**src/rtl/instr_fetch.sv**
```systemverilog
// Instruction fetch stage: owns the PC, one outstanding word read, skid buffer.
// Optional FETCH_MISALIGN_TRAP_EN: misaligned redirect traps into a FAULT state.
module instr_fetch #(
    parameter logic [31:0] RESET_PC = 32'h0000_0000,
    parameter logic [31:0] BUBBLE   = 32'h0000_0000
) (
    input  logic        clk,
    input  logic        rst_n,
    input  logic        stall,
    input  logic        redirect_valid,
    input  logic [31:0] redirect_pc,
    output logic        mem_req,
    output logic [31:0] mem_addr,
    input  logic        mem_gnt,
    input  logic        mem_rvalid,
    input  logic [31:0] mem_rdata,
    output logic [31:0] ir_out,
    output logic [31:0] pc_out,
    output logic        ir_valid,
    output logic        fetch_fault
);

`ifdef FETCH_MISALIGN_TRAP_EN
    typedef enum logic [1:0] {
        S_REQ   = 2'd0,
        S_WAIT  = 2'd1,
        S_HOLD  = 2'd2,
        S_FAULT = 2'd3
    } state_t;
`else
    typedef enum logic [1:0] {
        S_REQ  = 2'd0,
        S_WAIT = 2'd1,
        S_HOLD = 2'd2
    } state_t;
`endif

    state_t      state;
    logic [31:0] pc;
    logic [31:0] skid;
    logic        kill;
    logic [31:0] redir_tgt;

`ifdef FETCH_MISALIGN_TRAP_EN
    logic redir_bad;
    logic pending;

    assign redir_tgt = redirect_pc;
    assign redir_bad = |redirect_pc[1:0];
    // A response is still owed by memory after this cycle.
    assign pending = ((state == S_REQ) && mem_gnt)
                   || ((state == S_WAIT) && !mem_rvalid)
                   || ((state == S_FAULT) && kill && !mem_rvalid);
`else
    assign redir_tgt   = redirect_pc & 32'hFFFF_FFFC;
    assign fetch_fault = 1'b0;
`endif

    // Request is a pure function of state; silenced while reset is held.
    assign mem_req  = rst_n && (state == S_REQ);
    assign mem_addr = pc;

    // Fetch FSM, PC, skid buffer and registered decode outputs.
    always_ff @(posedge clk or negedge rst_n) begin
        if (!rst_n) begin
            state    <= S_REQ;
            pc       <= RESET_PC;
            skid     <= 32'h0;
            kill     <= 1'b0;
            ir_out   <= BUBBLE;
            pc_out   <= 32'h0;
            ir_valid <= 1'b0;
`ifdef FETCH_MISALIGN_TRAP_EN
            fetch_fault <= 1'b0;
`endif
        end else if (redirect_valid) begin
            ir_out   <= BUBBLE;
            ir_valid <= 1'b0;
            pc       <= redir_tgt;
            case (state)
                S_REQ: begin
                    state <= mem_gnt ? S_WAIT : S_REQ;
                    kill  <= mem_gnt;
                end
                S_WAIT: begin
                    state <= mem_rvalid ? S_REQ : S_WAIT;
                    kill  <= !mem_rvalid;
                end
                default: begin
                    state <= S_REQ;
                    kill  <= 1'b0;
                end
            endcase
`ifdef FETCH_MISALIGN_TRAP_EN
            fetch_fault <= 1'b0;
            // Leaving FAULT with a stale response due: absorb it first.
            if (state == S_FAULT && pending) begin
                state <= S_WAIT;
                kill  <= 1'b1;
            end
            if (redir_bad) begin
                state       <= S_FAULT;
                fetch_fault <= 1'b1;
                pc_out      <= redirect_pc;
                kill        <= pending;
            end
`endif
        end else begin
            if (!stall) begin
                ir_out   <= BUBBLE;
                ir_valid <= 1'b0;
            end
            case (state)
                S_REQ: begin
                    if (mem_gnt) state <= S_WAIT;
                end
                S_WAIT: begin
                    if (mem_rvalid) begin
                        if (kill) begin
                            kill  <= 1'b0;
                            state <= S_REQ;
                        end else if (!stall) begin
                            ir_out   <= mem_rdata;
                            pc_out   <= pc;
                            ir_valid <= 1'b1;
                            pc       <= pc + 32'd4;
                            state    <= S_REQ;
                        end else begin
                            skid  <= mem_rdata;
                            state <= S_HOLD;
                        end
                    end
                end
                S_HOLD: begin
                    if (!stall) begin
                        ir_out   <= skid;
                        pc_out   <= pc;
                        ir_valid <= 1'b1;
                        pc       <= pc + 32'd4;
                        state    <= S_REQ;
                    end
                end
                default: begin
                    if (mem_rvalid) kill <= 1'b0;
                end
            endcase
        end
    end

endmodule
```
**config.mk**
```make
export PLATFORM = sky130hd
export DESIGN_NAME = instr_fetch
export DESIGN_NICKNAME = d
export VERILOG_FILES = /design/src/rtl/instr_fetch.sv
export SDC_FILE = /design/constraint.sdc
export NUM_CORES = 1
export LEC_CHECK = 0
export CAP_MARGIN = 5
export CORE_UTILIZATION = 40
export DETAILED_ROUTE_END_ITERATION = 10
export HOLD_SLACK_MARGIN = 0.15
export PLACE_DENSITY = 0.71
export SYNTH_ARGS = -nofsm -noshare
export SYNTH_HDL_FRONTEND = slang
export SYNTH_SLANG_ARGS = --single-unit
export TNS_END_PERCENT = 50
```
**constraint.sdc**
```tcl
create_clock -name clk -period 4.04 [get_ports clk]
set_input_delay 0.606 -clock clk [delete_from_list [all_inputs] [get_ports clk]]
set_output_delay 0.606 -clock clk [all_outputs]
set_load 0.1 [all_outputs]
```
; ---- After elaboration in Yosys (flattened, before gate mapping)
; Cells that the tools add are included.
[totals]
regBits = 132
in_bits = 70
out_inout_bits = 99
wordCells = 68
[classes]
add_sub_neg = 1
n_eq_ne = 9
muxes = 36
n_bitwise = 2
reduce_logical = 13
[op_table]
columns = operator, count
row1 = $mux W32, 13
row2 = $pmux W32 S2, 3
row3 = $add A32 B3 Y32 const B, 1
row4 = $mux W2, 6
row5 = $ne A3 B3 Y1 const B, 4
row6 = $mux W1, 10
row7 = $reduce_and A4 Y1, 2
row8 = $pmux W1 S2, 3
row9 = $pmux W2 S3, 1
row10 = $reduce_and A5 Y1, 1
row11 = $ne A2 B2 Y1 const B, 2
row12 = $reduce_bool A2 Y1, 2
row13 = $reduce_bool A4 Y1, 1
row14 = $reduce_and A3 Y1, 1
row15 = $reduce_bool A3 Y1, 1
row16 = $eq A2 B1 Y1 const B, 1
row17 = $eq A2 B2 Y1 const B, 1
row18 = $logic_not A2 Y1, 1
row19 = $ne A2 B1 Y1 const B, 1
row20 = $not A1 Y1, 2
row21 = $reduce_and A2 Y1, 1
row22 = $reduce_or A2 Y1, 1
row23 = $logic_and A1 B1 Y1, 1
row24 = $logic_not A1 Y1, 1

; ---- Longest topological paths before layout
; Gate-level depths: netlist of the first run.
[depth]
word_depth = 6
mapped_depth = 9
mapped_depth_nobuf = 6

; ---- Worst setup path before layout of the first run
; No wires, ideal clock.
[synth_path]
kind = reg2reg
start = register pc[11] (netlist: mem_addr[11])
end = register pc[25] (netlist: mem_addr[25])
setup_time_ns = 0.082
t_arrival_ns = 2.647
t_required_ns = 3.958
slack_ns = 1.312
path_stages_with_launch = 7
n_path_buf = 2
period_less_slack_ns = 2.728
path_cell_list = dfrtp_1 -> buf_2 -> nand4_4 -> or4_4 -> buf_6 -> or4_1 -> a31oi_1
[synth_between]
elab_chain_len = 6
[synth_rtl]
columns = item, line_no
row1 = "start, declared", 39  ; logic [31:0] pc;
row2 = "start signal, assigned", 79  ; pc <= redir_tgt;
row3 = "start signal, assigned", 126  ; pc <= pc + 32'd4;
row4 = "start signal, assigned", 139  ; pc <= pc + 32'd4;
row5 = $add A32 B3 Y32 (*), "126, 139"
row6 = $mux W32 (*), "122, 135"
row7 = $mux W32, 119  ; if (kill) begin
row8 = $mux W32, 118  ; if (mem_rvalid) begin
row9 = $pmux W32 S2 (*), 113  ; case (state)
row10 = $mux W32 (*), 76  ; end else if (redirect_valid) begin
; Every way passes the cells marked *; elsewhere a longest branch is shown, timed or not. The select of a mux whose other input is x is not followed.
; A chain may end at the register's enable or synchronous reset.

; ---- Worst setup path in the final report of the first run
[layout_path]
start = register pc[11] (netlist: mem_addr[11])
end = output port mem_addr[11]
[layout_lines]
columns = item, line_no
row1 = "end, declared", 13  ; output logic [31:0] mem_addr,
; No word-level cell between the ends.

==> results of run 1 <==
## sequential cells by signal (all words and copies together), names as in the netlist
signal    flops
mem_addr     30
pc_out       30
ir_out       32
ir_valid      1
kill          1
skid         32
state         2
## report_power, final
group / total (W) / internal, W / leakage (nW) / switching (W)
clock: 0.00136 / 0.000811 / 0.252 / 0.000552
sequential: 0.00192 / 0.00165 / 1.59 / 0.000266
combinational: 0.00306 / 0.000881 / 1.68 / 0.00218
total: 0.00634 / 0.00335 / 3.52 / 0.00299
## routing by layer
metal,track usage [%],vias to the layer above
met1,28.3,2919
met4,5.75,0
met2,38.3,258
li1,-,2625
met5,0,-
met3,6.72,9
## cells in the final DEF, fill, tap and decap left out, drive strengths merged, types with 4 or more instances in the layout
cell / instances
o21ai: 11
dfrtp: 128
ha: 4
mux2i: 4
clkbuf: 22
o31ai: 19
nor3b: 4
clkinv: 6
inv: 8
mux2: 64
conb: 5
a22o: 64
buf: 16
or4: 15
a21oi: 6
and2: 4
a22oi: 7
a222oi: 32
clkdlybuf4s50: 157
a31oi: 12
nor2: 51
nand4: 22
o311ai: 4
and4: 4
nand3: 20
nor2b: 11
clkinvlp: 4
nand2: 17
## metrics by stage
step	instance area, µm²	hold WS [ps]	cells
after detailed placement	8320	494	934
after global routing	8850	183	966
after CTS	8850	158	966
after floorplan	6610	310	607
after global placement	8320	487	934
final	8850	156	966
## kinds of logic after synthesis
logic type	share of synthesized area, %
flops	48.5
compound gates	20.1
xor+xnor	0.797
buf+inv	4.51
fa+ha+maj	0.759
other cells	0.0568
mux	11.5
simple gates	13.7
## cell type report
cell class | count | share of cell area, %
Inverter | 8 | 0.339
Clock inverter | 10 | 0.721
Sequential cell | 128 | 36.2
Timing Repair Buffer | 173 | 19.1
Multi-Input combinational cell | 409 | 35.3
Tap cell | 216 | 3.06
Clock buffer | 22 | 5.25
## synthesized netlist by cell type, drive strengths merged (3+ instances only)
| cell | instances |
|---|---|
| nor3 | 3 |
| mux2 | 64 |
| nand3 | 20 |
| and4 | 4 |
| a31oi | 12 |
| nor2 | 51 |
| nand2 | 17 |
| nor2b | 11 |
| xor2 | 3 |
| clkbuf | 41 |
| xnor2 | 3 |
| and2 | 4 |
| ha | 4 |
| buf | 21 |
| a21oi | 6 |
| o311ai | 4 |
| dfrtp | 128 |
| nand4 | 22 |
| a222oi | 32 |
| o31ai | 19 |
| nor3b | 4 |
| o21ai | 11 |
| a22oi | 7 |
| or4 | 15 |
| mux2i | 4 |
| a22o | 64 |
| inv | 8 |
## path summary, 6_finish.rpt
check                                              start  cells after the start  slack (ps)                        to
worst max register to register      state[0]$_DFFE_PN0P_                      7        1410  mem_addr[17]$_DFFE_PN0P_
worst min register to register     pc_out[9]$_DFFE_PN0P_                      1         500     pc_out[9]$_DFFE_PN0P_
min in group clk                   pc_out[9]$_DFFE_PN0P_                      1         500     pc_out[9]$_DFFE_PN0P_
max in group asynchronous                          rst_n                      2        2520      ir_out[12]$_DFF_PN0_
worst max-delay path            mem_addr[11]$_DFFE_PN0P_                      1        1210              mem_addr[11]
worst min-delay path                               rst_n                      1         160    pc_out[22]$_DFFE_PN0P_
==> run_summary.xml, run 1 <==
<?xml version="1.0" encoding="UTF-8"?>
<metrics>
  <group name="outcome">
    <metric name="result_of_the_run" unit="">complete, no violations</metric>
  </group>
  <group name="worst_setup_path">
    <metric name="worst_setup_path_end_kind" unit="">output port</metric>
    <metric name="worstSetupStartpointType" unit="">register</metric>
    <metric name="critPathKind" unit="">register to output port</metric>
    <metric name="critPathMaxStageDelay" unit="ps">1220</metric>
    <metric name="critical_path.top_delay_family" unit="">buffers and inverters</metric>
    <metric name="master_of_the_slowest_instance_on_the_critical_path" unit="">sky130_fd_sc_hd__clkdlybuf4s50_1</metric>
    <metric name="critPathRequiredTime" unit="ps">3430</metric>
    <metric name="timing.critical_path.cells" unit="">clkdlybuf4s50_1</metric>
    <metric name="cp.buffers_inverters" unit="">1</metric>
    <metric name="cp.arrival" unit="ps">2230</metric>
    <metric name="timing.critical_path.fanout_max" unit="">10</metric>
  </group>
  <group name="synthesis">
    <metric name="synth-seq-area-share" unit="%">48.5</metric>
    <metric name="post_synthesis_async_set_or_reset_flop_share" unit="%">100</metric>
    <metric name="yosysTopAreaCellShare" unit="%">48.5</metric>
    <metric name="ys.warnings.count" unit="">0</metric>
    <metric name="distinct_cells_synth" unit="">50</metric>
    <metric name="syn-mean-instance-area" unit="µm²">10.9</metric>
    <metric name="synth_edf_count" unit="">0</metric>
    <metric name="ys_top_cells_by_area" unit="">sky130_fd_sc_hd__dfrtp_1 49%, sky130_fd_sc_hd__mux2_2 11%, sky130_fd_sc_hd__a22o_1 8.5%, sky130_fd_sc_hd__a222oi_1 4.9%, sky130_fd_sc_hd__nor2_1 2.9%</metric>
    <metric name="synthDominantAreaCellType" unit="">sky130_fd_sc_hd__dfrtp_1</metric>
    <metric name="synth_cells" unit="">603</metric>
    <metric name="synth-main-ff-cell" unit="">sky130_fd_sc_hd__dfrtp_1</metric>
    <metric name="cell_area_after_synthesis" unit="mm²">0.00660</metric>
    <metric name="synth.ff_latch_count" unit="">128</metric>
  </group>
  <group name="routing">
    <metric name="detail_route.first_pass.iterations" unit="">9</metric>
    <metric name="via_count" unit="">5811</metric>
    <metric name="route.final.wire_length" unit="µm">18800</metric>
    <metric name="detail-route-antenna-nets" unit="">0</metric>
    <metric name="via_per_inst" unit="">6.02</metric>
    <metric name="drt-met1-wl" unit="µm">7890</metric>
    <metric name="dr_iter_0_viols" unit="">511</metric>
    <metric name="route.detailed.wl_per_inst" unit="µm">19.5</metric>
    <metric name="top_layer" unit="">met4</metric>
    <metric name="met3_length" unit="µm">1520</metric>
    <metric name="route.detailed.drc" unit="">0</metric>
    <metric name="wl_met2" unit="µm">9330</metric>
  </group>
  <group name="floorplan">
    <metric name="std_cell_rows" unit="">46</metric>
    <metric name="die_x" unit="µm">130</metric>
    <metric name="floorplan.initialDensity" unit="%">41.2</metric>
    <metric name="die-height" unit="µm">130</metric>
    <metric name="fp.dieArea" unit="mm²">0.0170</metric>
    <metric name="ioPinCount" unit="">169</metric>
    <metric name="standard_cell_core_area" unit="mm²">0.0160</metric>
  </group>
  <group name="cts">
    <metric name="clkSlewWorstSetupHoldPaths" unit="ps">50</metric>
    <metric name="worstSkewPairLatency" unit="ps">410</metric>
    <metric name="cts_setup_buffers" unit="">0</metric>
    <metric name="post_cts_resized" unit="">0</metric>
    <metric name="numCtsBuffers" unit="">17</metric>
    <metric name="cts_htree_levels" unit="">4</metric>
    <metric name="clk_root_buffer_cell" unit="">sky130_fd_sc_hd__clkbuf_16</metric>
    <metric name="clockBufferDepth" unit="">2</metric>
    <metric name="post_cts_hold_buffer_count" unit="">0</metric>
    <metric name="tritoncts" unit="">yes</metric>
    <metric name="clock_sink_count" unit="">128</metric>
  </group>
  <group name="finish">
    <metric name="areaGrowthSynthToFinish" unit="%">34.1</metric>
    <metric name="fraction_of_final_layout_cells_with_drive_strength_greater_than_1" unit="%">15.9</metric>
    <metric name="finish.net_count" unit="">811</metric>
    <metric name="multi_input_area" unit="mm²">0.00312</metric>
    <metric name="fill_cells" unit="">1422</metric>
    <metric name="finalCoreUtilization" unit="%">55.3</metric>
    <metric name="n_antenna_cell" unit="">0</metric>
    <metric name="regArea" unit="mm²">0.00320</metric>
  </group>
  <group name="placement">
    <metric name="dp_hpwl" unit="µm">12200</metric>
    <metric name="gp_congestion" unit="">0.769</metric>
    <metric name="buffers_on_ports" unit="">161</metric>
    <metric name="detailedPlace.worstSlack" unit="ps">1240</metric>
  </group>
  <group name="sta">
    <metric name="timing_worst_slew_pin_value" unit="ps">1070</metric>
    <metric name="setup_ws" unit="ps">1210</metric>
    <metric name="finalHoldViolCount" unit="">0</metric>
    <metric name="slew_violations" unit="">0</metric>
    <metric name="finalClockSkew" unit="ps">11.6</metric>
    <metric name="period_minus_slack" unit="ps">2830</metric>
    <metric name="timing.final.setup_violations" unit="">0</metric>
    <metric name="max_clock_freq" unit="MHz">353</metric>
    <metric name="post-route-period-util" unit="%">70.1</metric>
    <metric name="unrepaired_setup_endpoints_after_global_routing" unit="">false</metric>
    <metric name="final.setup.tns" unit="ps">0</metric>
    <metric name="timing.max_slew.rel_slack" unit="%">26.8</metric>
  </group>
  <group name="global_route">
    <metric name="track_usage" unit="%">22.6</metric>
    <metric name="grt_first_pass_wirelength" unit="µm">29800</metric>
    <metric name="grt_overflow" unit="">0</metric>
    <metric name="antenna_found_initial" unit="">0</metric>
    <metric name="grt_start_max_net_pins" unit="">75</metric>
    <metric name="grt_pass1_vias" unit="">5864</metric>
  </group>
  <group name="power">
    <metric name="power.total" unit="W">0.00634</metric>
    <metric name="cellPowerDensity" unit="mW/mm²">717</metric>
    <metric name="p_leak" unit="nW">3.52</metric>
    <metric name="ir_drop" unit="µV">685</metric>
  </group>
  <group name="run">
    <metric name="cap_violations" unit="">0</metric>
  </group>
  <group name="worst_hold_path">
    <metric name="min_path_type" unit="">input port to async pin</metric>
  </group>
</metrics>
(Power assumes the default switching activity.)
==> run 2: changes to the inputs <==
PLACE_DENSITY = 0.74   (was 0.71)
clock period = 2.6 ns   (was 4.04 ns; I/O delays follow)
==> run 2 against run 1 <==
  * Sequential cell count unchanged
  * Non-clock buffer count up 14
  * Wire length up 0.55%
  * Sequential share of layout area up 0.13 points
  * First-iteration DRC count up 0.78%
  * Final cell count up 1.4%
  * Critical path type is now register to register
  * Largest power group unchanged
==> run_summary.xml, run 2 (same netlist as run 1, synthesis figures left out) <==
<?xml version="1.0" encoding="UTF-8"?>
<metrics>
  <group name="routing">
    <metric name="dr_iter_0_viols" unit="">515</metric>
    <metric name="wl_met2" unit="µm">9170</metric>
    <metric name="route.final.wire_length" unit="µm">18900</metric>
    <metric name="met3_length" unit="µm">1600</metric>
    <metric name="detail-route-antenna-nets" unit="">0</metric>
    <metric name="detail_route.first_pass.iterations" unit="">7</metric>
    <metric name="drt-met1-wl" unit="µm">7990</metric>
    <metric name="via_count" unit="">5859</metric>
    <metric name="via_per_inst" unit="">5.98</metric>
    <metric name="route.detailed.wl_per_inst" unit="µm">19.3</metric>
    <metric name="top_layer" unit="">met5</metric>
    <metric name="route.detailed.drc" unit="">0</metric>
  </group>
  <group name="global_route">
    <metric name="antenna_found_initial" unit="">2</metric>
    <metric name="grt_pass1_vias" unit="">5900</metric>
    <metric name="track_usage" unit="%">22.7</metric>
    <metric name="grt_start_max_net_pins" unit="">129</metric>
    <metric name="grt_overflow" unit="">0</metric>
    <metric name="grt_first_pass_wirelength" unit="µm">29900</metric>
  </group>
  <group name="cts">
    <metric name="clock_sink_count" unit="">128</metric>
    <metric name="post_cts_resized" unit="">0</metric>
    <metric name="clk_root_buffer_cell" unit="">sky130_fd_sc_hd__clkbuf_16</metric>
    <metric name="tritoncts" unit="">yes</metric>
    <metric name="numCtsBuffers" unit="">17</metric>
    <metric name="clkSlewWorstSetupHoldPaths" unit="ps">60</metric>
    <metric name="cts_htree_levels" unit="">4</metric>
    <metric name="clockBufferDepth" unit="">2</metric>
    <metric name="cts_setup_buffers" unit="">0</metric>
    <metric name="worstSkewPairLatency" unit="ps">420</metric>
  </group>
  <group name="power">
    <metric name="ir_drop" unit="µV">935</metric>
    <metric name="cellPowerDensity" unit="mW/mm²">1150</metric>
    <metric name="p_leak" unit="nW">3.74</metric>
    <metric name="power.total" unit="W">0.0101</metric>
  </group>
  <group name="floorplan">
    <metric name="die-height" unit="µm">130</metric>
    <metric name="standard_cell_core_area" unit="mm²">0.0160</metric>
    <metric name="ioPinCount" unit="">169</metric>
    <metric name="fp.dieArea" unit="mm²">0.0170</metric>
    <metric name="std_cell_rows" unit="">46</metric>
    <metric name="floorplan.initialDensity" unit="%">41.2</metric>
    <metric name="die_x" unit="µm">130</metric>
  </group>
  <group name="finish">
    <metric name="fill_cells" unit="">1401</metric>
    <metric name="finalInstanceArea" unit="mm²">0.00884</metric>
    <metric name="areaGrowthSynthToFinish" unit="%">33.9</metric>
    <metric name="n_antenna_cell" unit="">0</metric>
    <metric name="most-common-layout-cells" unit="">122 x sky130_fd_sc_hd__dfrtp_1, 117 x sky130_fd_sc_hd__buf_4, 64 x sky130_fd_sc_hd__a22o_1, 64 x sky130_fd_sc_hd__mux2_2, 64 x sky130_fd_sc_hd__clkdlybuf4s50_1</metric>
    <metric name="fraction_of_final_layout_cells_with_drive_strength_greater_than_1" unit="%">30.6</metric>
    <metric name="final-instance-count-excl-fill" unit="">980</metric>
    <metric name="most_common_library_cell_in_the_layout_ignoring_fill_and_taps" unit="">sky130_fd_sc_hd__dfrtp_1</metric>
    <metric name="finish.net_count" unit="">825</metric>
    <metric name="reg_top3" unit="">ir_out: 32 flops, skid: 32 flops</metric>
  </group>
  <group name="worst_setup_path">
    <metric name="critPathMaxStageDelay" unit="ps">590</metric>
    <metric name="master_of_the_slowest_instance_on_the_critical_path" unit="">sky130_fd_sc_hd__or4_1</metric>
    <metric name="critPathRequiredTime" unit="ps">2940</metric>
    <metric name="timing.critical_path.fanout_max" unit="">19</metric>
    <metric name="critPathKind" unit="">register to register</metric>
    <metric name="timing.critical_path.cells" unit="">inv_1, ha_1, nand3b_1, a211o_1, or4_1, a31oi_1</metric>
    <metric name="cp.arrival" unit="ps">2670</metric>
    <metric name="worstReg2RegStart" unit="">state[1]$_DFFE_PN0P_</metric>
    <metric name="worstSetupStartpointType" unit="">register</metric>
    <metric name="crit_start" unit="">state[1]$_DFFE_PN0P_</metric>
    <metric name="worst_setup_path_end_kind" unit="">register</metric>
  </group>
  <group name="outcome">
    <metric name="result_of_the_run" unit="">complete, no violations</metric>
  </group>
  <group name="placement">
    <metric name="dp_hpwl" unit="µm">12400</metric>
    <metric name="dpl_cell_area" unit="mm²">0.00822</metric>
    <metric name="buffers_on_ports" unit="">161</metric>
    <metric name="placed_cells_incl_taps" unit="">947</metric>
    <metric name="gp_congestion" unit="">0.839</metric>
  </group>
  <group name="sta">
    <metric name="finalHoldViolCount" unit="">0</metric>
    <metric name="unrepaired_setup_endpoints_after_global_routing" unit="">false</metric>
    <metric name="timing.final.setup_violations" unit="">0</metric>
    <metric name="final.setup.tns" unit="ps">0</metric>
    <metric name="slew_violations" unit="">0</metric>
    <metric name="finalClockSkew" unit="ps">11.5</metric>
    <metric name="period_minus_slack" unit="ps">2340</metric>
    <metric name="timing.max_slew.rel_slack" unit="%">44.3</metric>
    <metric name="timing_worst_slew_pin_value" unit="ps">828</metric>
    <metric name="post-route-period-util" unit="%">89.9</metric>
    <metric name="max_clock_freq" unit="MHz">428</metric>
  </group>
  <group name="worst_hold_path">
    <metric name="hold_start" unit="">redirect_valid</metric>
    <metric name="min_path_type" unit="">input port to register</metric>
  </group>
  <group name="run">
    <metric name="cap_violations" unit="">0</metric>
  </group>
</metrics>
==> run 2: cell count changes in the layout (fill, tap and decap cells not counted), sizes merged <==
| cell | previous run | this run |
|---|---|---|
| clkinv | 6 | 4 |
| bufinv | 0 | 3 |
| clkbuf | 22 | 17 |
| clkdlybuf4s50 | 157 | 64 |
| inv | 8 | 11 |
| dlygate4sd3 | 0 | 1 |
| clkinvlp | 4 | 5 |
| buf | 16 | 122 |
==> run 2: worst paths after layout <==
| check | endpoint | slack (ps) | depth (start not counted) |
|---|---|---|---|
| max | mem_addr[17]$_DFFE_PN0P_ | 260 | 6 |
| min | mem_addr[20]$_DFFE_PN0P_ | 410 | 3 |
| max reg2reg | mem_addr[17]$_DFFE_PN0P_ | 260 | 6 |
| min reg2reg | skid[25]$_DFFE_PN0P_ | 510 | 1 |
| max in group asynchronous | mem_addr[15]$_DFFE_PN0P_ | 1360 | 3 |
| min in group asynchronous | ir_out[22]$_DFF_PN0_ | 590 | 3 |
==> run 2: repair_timing <==
item	in CTS	in global routing
endpoints found under the hold margin	128	0
setup endpoints to repair	0	0
hold buffers	1	0
==> run 2: where the power goes <==
part           internal [W]  total (W)  leakage, nW  switching [W]
Combinational       0.00130    0.00469         1.88        0.00339
Sequential          0.00257    0.00300         1.58       0.000425
Clock               0.00152    0.00245        0.282       0.000934
Total               0.00539     0.0101         3.74        0.00475
==> run 2: per-stage QoR <==
step	hold WS (ps)	setup slack [ps]	utilization (%)
floorplan	94.4	30.3	-
global placement	487	196	51.3
detailed placement	497	116	51.3
CTS	393	254	55.2
global route	412	121	55.2
finish	411	263	55.2
==> run 2: critical path, delay by kind of cell (launching register included) <==
kind	cells	cell delay [ps]
AND/OR/NAND/NOR	2	760
AO/OA/AOI/OAI	2	700
buffers and inverters	1	100
adder cells (fa/ha/maj)	1	300
flip-flops	1	380
==> run 2: area by class of cell <==
class,instances,area [µm²],share of cell area [%]
clock buffers,17,425,4.81
repair buffers,187,1590,18.0
flip-flops and latches,128,3210,36.3
multi-input cells,409,3120,35.4
inverters,8,30.0,0.340
well taps,216,270,3.06
clock inverters,15,185,2.10
==> run 2: routing by layer <==
layer  vias to the layer above  track usage [%]
met1                      2929             28.6
li1                       2646                -
met4                         2             7.78
met5                         -                0
met3                        20             6.92
met2                       262             37.1
==> run 3: changes to the inputs <==
CORE_MARGIN = 10   (was default)
CORE_UTILIZATION = 45   (was 40)
GPL_TIMING_DRIVEN = 0   (was default)
PLACE_DENSITY = 0.81   (was 0.74)
==> run 3 against run 2 <==
  * Sequential cell count unchanged
  * First-iteration DRC count is 57% higher
  * Die area rose by 17%
  * Non-clock buffer count increased by 37
  * Critical endpoint is now mem_addr[17]
  * Clock-buffer cell count rose by 8
  * Largest cell class unchanged
  * Power rose by 0.29%
  * Utilization is 7.8 points higher
  * Final cell count grew 0.41%
  * Highest routed layer is now met4
==> run_summary.xml, run 3 (same netlist as run 1, synthesis figures left out) <==
<?xml version="1.0" encoding="UTF-8"?>
<metrics>
  <group name="worst_setup_path">
    <metric name="critPathRequiredTime" unit="ps">2210</metric>
    <metric name="worstSetupStartpointType" unit="">register</metric>
    <metric name="timing.critical_path.fanout_max" unit="">7</metric>
    <metric name="ff_to_ff_path_depth" unit="">7</metric>
    <metric name="critPathKind" unit="">register to output port</metric>
    <metric name="cp.buffers_inverters" unit="">1</metric>
    <metric name="crit_start" unit="">mem_addr[17]$_DFFE_PN0P_</metric>
    <metric name="critical_path.top_delay_family" unit="">buffers and inverters</metric>
    <metric name="timing.critical_path.cells" unit="">clkdlybuf4s50_1</metric>
    <metric name="master_of_the_slowest_instance_on_the_critical_path" unit="">sky130_fd_sc_hd__clkdlybuf4s50_1</metric>
    <metric name="worst_setup_path_end_kind" unit="">output port</metric>
    <metric name="cp.depth" unit="">1</metric>
    <metric name="critPathMaxStageDelay" unit="ps">1210</metric>
    <metric name="cp.arrival" unit="ps">2180</metric>
    <metric name="worstReg2RegStart" unit="">state[0]$_DFFE_PN0P_</metric>
  </group>
  <group name="finish">
    <metric name="n_antenna_cell" unit="">0</metric>
    <metric name="fraction_of_final_layout_cells_with_drive_strength_greater_than_1" unit="%">15.3</metric>
    <metric name="most_common_library_cell_in_the_layout_ignoring_fill_and_taps" unit="">sky130_fd_sc_hd__clkdlybuf4s50_1</metric>
    <metric name="finish.net_count" unit="">862</metric>
    <metric name="most-common-layout-cells" unit="">157 x sky130_fd_sc_hd__clkdlybuf4s50_1, 122 x sky130_fd_sc_hd__dfrtp_1, 64 x sky130_fd_sc_hd__a22o_1, 64 x sky130_fd_sc_hd__mux2_2, 51 x sky130_fd_sc_hd__nor2_1</metric>
    <metric name="finalCoreUtilization" unit="%">63.1</metric>
    <metric name="reg_top3" unit="">ir_out: 32 flops, skid: 32 flops</metric>
    <metric name="areaGrowthSynthToFinish" unit="%">37.9</metric>
  </group>
  <group name="cts">
    <metric name="cts_htree_levels" unit="">4</metric>
    <metric name="clock_sink_count" unit="">128</metric>
    <metric name="clockBufferDepth" unit="">2</metric>
    <metric name="tritoncts" unit="">yes</metric>
    <metric name="clk_root_buffer_cell" unit="">sky130_fd_sc_hd__clkbuf_16</metric>
    <metric name="clkSlewWorstSetupHoldPaths" unit="ps">60</metric>
    <metric name="worstSkewPairLatency" unit="ps">420</metric>
    <metric name="numCtsBuffers" unit="">17</metric>
  </group>
  <group name="routing">
    <metric name="via_count" unit="">6218</metric>
    <metric name="route.detailed.drc" unit="">0</metric>
    <metric name="via_per_inst" unit="">6.32</metric>
    <metric name="detail_route.first_pass.iterations" unit="">6</metric>
    <metric name="route.detailed.wl_per_inst" unit="µm">22.3</metric>
    <metric name="dr_iter_0_viols" unit="">808</metric>
    <metric name="route.final.wire_length" unit="µm">21900</metric>
    <metric name="detail-route-antenna-nets" unit="">0</metric>
  </group>
  <group name="floorplan">
    <metric name="std_cell_rows" unit="">44</metric>
    <metric name="floorplan.initialDensity" unit="%">45.7</metric>
    <metric name="ioPinCount" unit="">169</metric>
    <metric name="die_x" unit="µm">141</metric>
    <metric name="fp.dieArea" unit="mm²">0.0199</metric>
    <metric name="die-height" unit="µm">141</metric>
    <metric name="standard_cell_core_area" unit="mm²">0.0144</metric>
  </group>
  <group name="power">
    <metric name="ir_drop" unit="µV">1110</metric>
    <metric name="cellPowerDensity" unit="mW/mm²">1120</metric>
    <metric name="p_leak" unit="nW">3.64</metric>
  </group>
  <group name="global_route">
    <metric name="antenna_found_initial" unit="">0</metric>
    <metric name="track_usage" unit="%">21.3</metric>
    <metric name="grt_start_max_net_pins" unit="">73</metric>
    <metric name="grt_first_pass_wirelength" unit="µm">34500</metric>
    <metric name="grt_overflow" unit="">0</metric>
    <metric name="grt_pass1_vias" unit="">6396</metric>
  </group>
  <group name="run">
    <metric name="cap_violations" unit="">0</metric>
  </group>
  <group name="worst_hold_path">
    <metric name="hold_start" unit="">pc_out[6]$_DFFE_PN0P_</metric>
    <metric name="min_path_type" unit="">register to register</metric>
    <metric name="timing.hold.worst_path_depth" unit="">1</metric>
  </group>
  <group name="placement">
    <metric name="gp_congestion" unit="">0.944</metric>
    <metric name="dp_hpwl" unit="µm">15400</metric>
    <metric name="buffers_on_ports" unit="">160</metric>
  </group>
  <group name="sta">
    <metric name="unrepaired_setup_endpoints_after_global_routing" unit="">false</metric>
    <metric name="max_clock_freq" unit="MHz">389</metric>
    <metric name="timing.max_slew.rel_slack" unit="%">22.8</metric>
    <metric name="period_minus_slack" unit="ps">2570</metric>
    <metric name="timing_worst_slew_pin_value" unit="ps">1130</metric>
    <metric name="timing.final.setup_violations" unit="">0</metric>
    <metric name="finalClockSkew" unit="ps">6.70</metric>
    <metric name="post-route-period-util" unit="%">98.8</metric>
    <metric name="slew_violations" unit="">0</metric>
    <metric name="finalHoldViolCount" unit="">0</metric>
    <metric name="final.setup.tns" unit="ps">0</metric>
  </group>
  <group name="outcome">
    <metric name="result_of_the_run" unit="">complete, no violations</metric>
  </group>
</metrics>
run 3: changes by cell type in the layout (fill, tap and decap cells not counted), moves of 4 or more:
cell and change:
sky130_fd_sc_hd__clkinvlp_4 -5, sky130_fd_sc_hd__buf_1 +8, sky130_fd_sc_hd__clkbuf_1 +43, sky130_fd_sc_hd__clkdlybuf4s50_1 +93, sky130_fd_sc_hd__clkbuf_8 +4, sky130_fd_sc_hd__buf_4 -112
sky130_fd_sc_hd__buf_2 +6
run 3: path summary, 6_finish.rpt:
check,slack [ps],end
min in group asynchronous,530,ir_out[21]$_DFF_PN0_
max,30,mem_addr[17]
min reg2reg,500,pc_out[6]$_DFFE_PN0P_
max reg2reg,100,mem_addr[15]$_DFFE_PN0P_
max in group asynchronous,1700,mem_addr[15]$_DFFE_PN0P_
min,500,pc_out[6]$_DFFE_PN0P_
run 3: repair_timing:
action	4_1_cts	5_1_grt
gates resized for setup	3	8
hold buffers	2	0
endpoints found under the setup margin	1	51
buffers inserted	0	0
cloned	0	0
endpoints found under the hold margin	57	0
pin swaps	0	0
run 3: cell type report:
cell class	count	area [µm²]
timing repair buffer	163	1670
buffer	61	268
clock inverter	6	80.1
inverter	8	30.0
sequential	128	3210
clock buffer	25	495
multi-input combinational	409	3120
fill	1150	5330
tap	184	230
run 3: routing by layer:
layer	vias up	GRT usage [%]	part of all wire, %
met5	-	0	0
met4	0	7.23	2.1
met3	51	8.40	11
met2	381	34.5	49
met1	3070	25.2	38
li1	2716	-	-
run 3: report_power, final:
part | switching [W] | leakage [nW] | internal (W)
clock | 0.000841 | 0.287 | 0.00150
sequential | 0.000398 | 1.58 | 0.00257
combinational | 0.00347 | 1.77 | 0.00139
run 3: through the flow:
| step | area (µm²) | setup slack (ps) | instances | total power (W) | hold slack, ps |
|---|---|---|---|---|---|
| finish | 9100 | 30.4 | 984 | 0.0102 | 503 |
| global route | 9100 | 15.0 | 984 | 0.0106 | 510 |
| CTS | 9090 | 14.6 | 985 | 0.0102 | 506 |
| detailed placement | 8480 | -438 | 952 | 0.00783 | 391 |
| global placement | 8450 | -4460 | 951 | 0.00769 | 487 |
| floorplan | 6620 | 30.3 | 607 | 0.00654 | 94.4 |
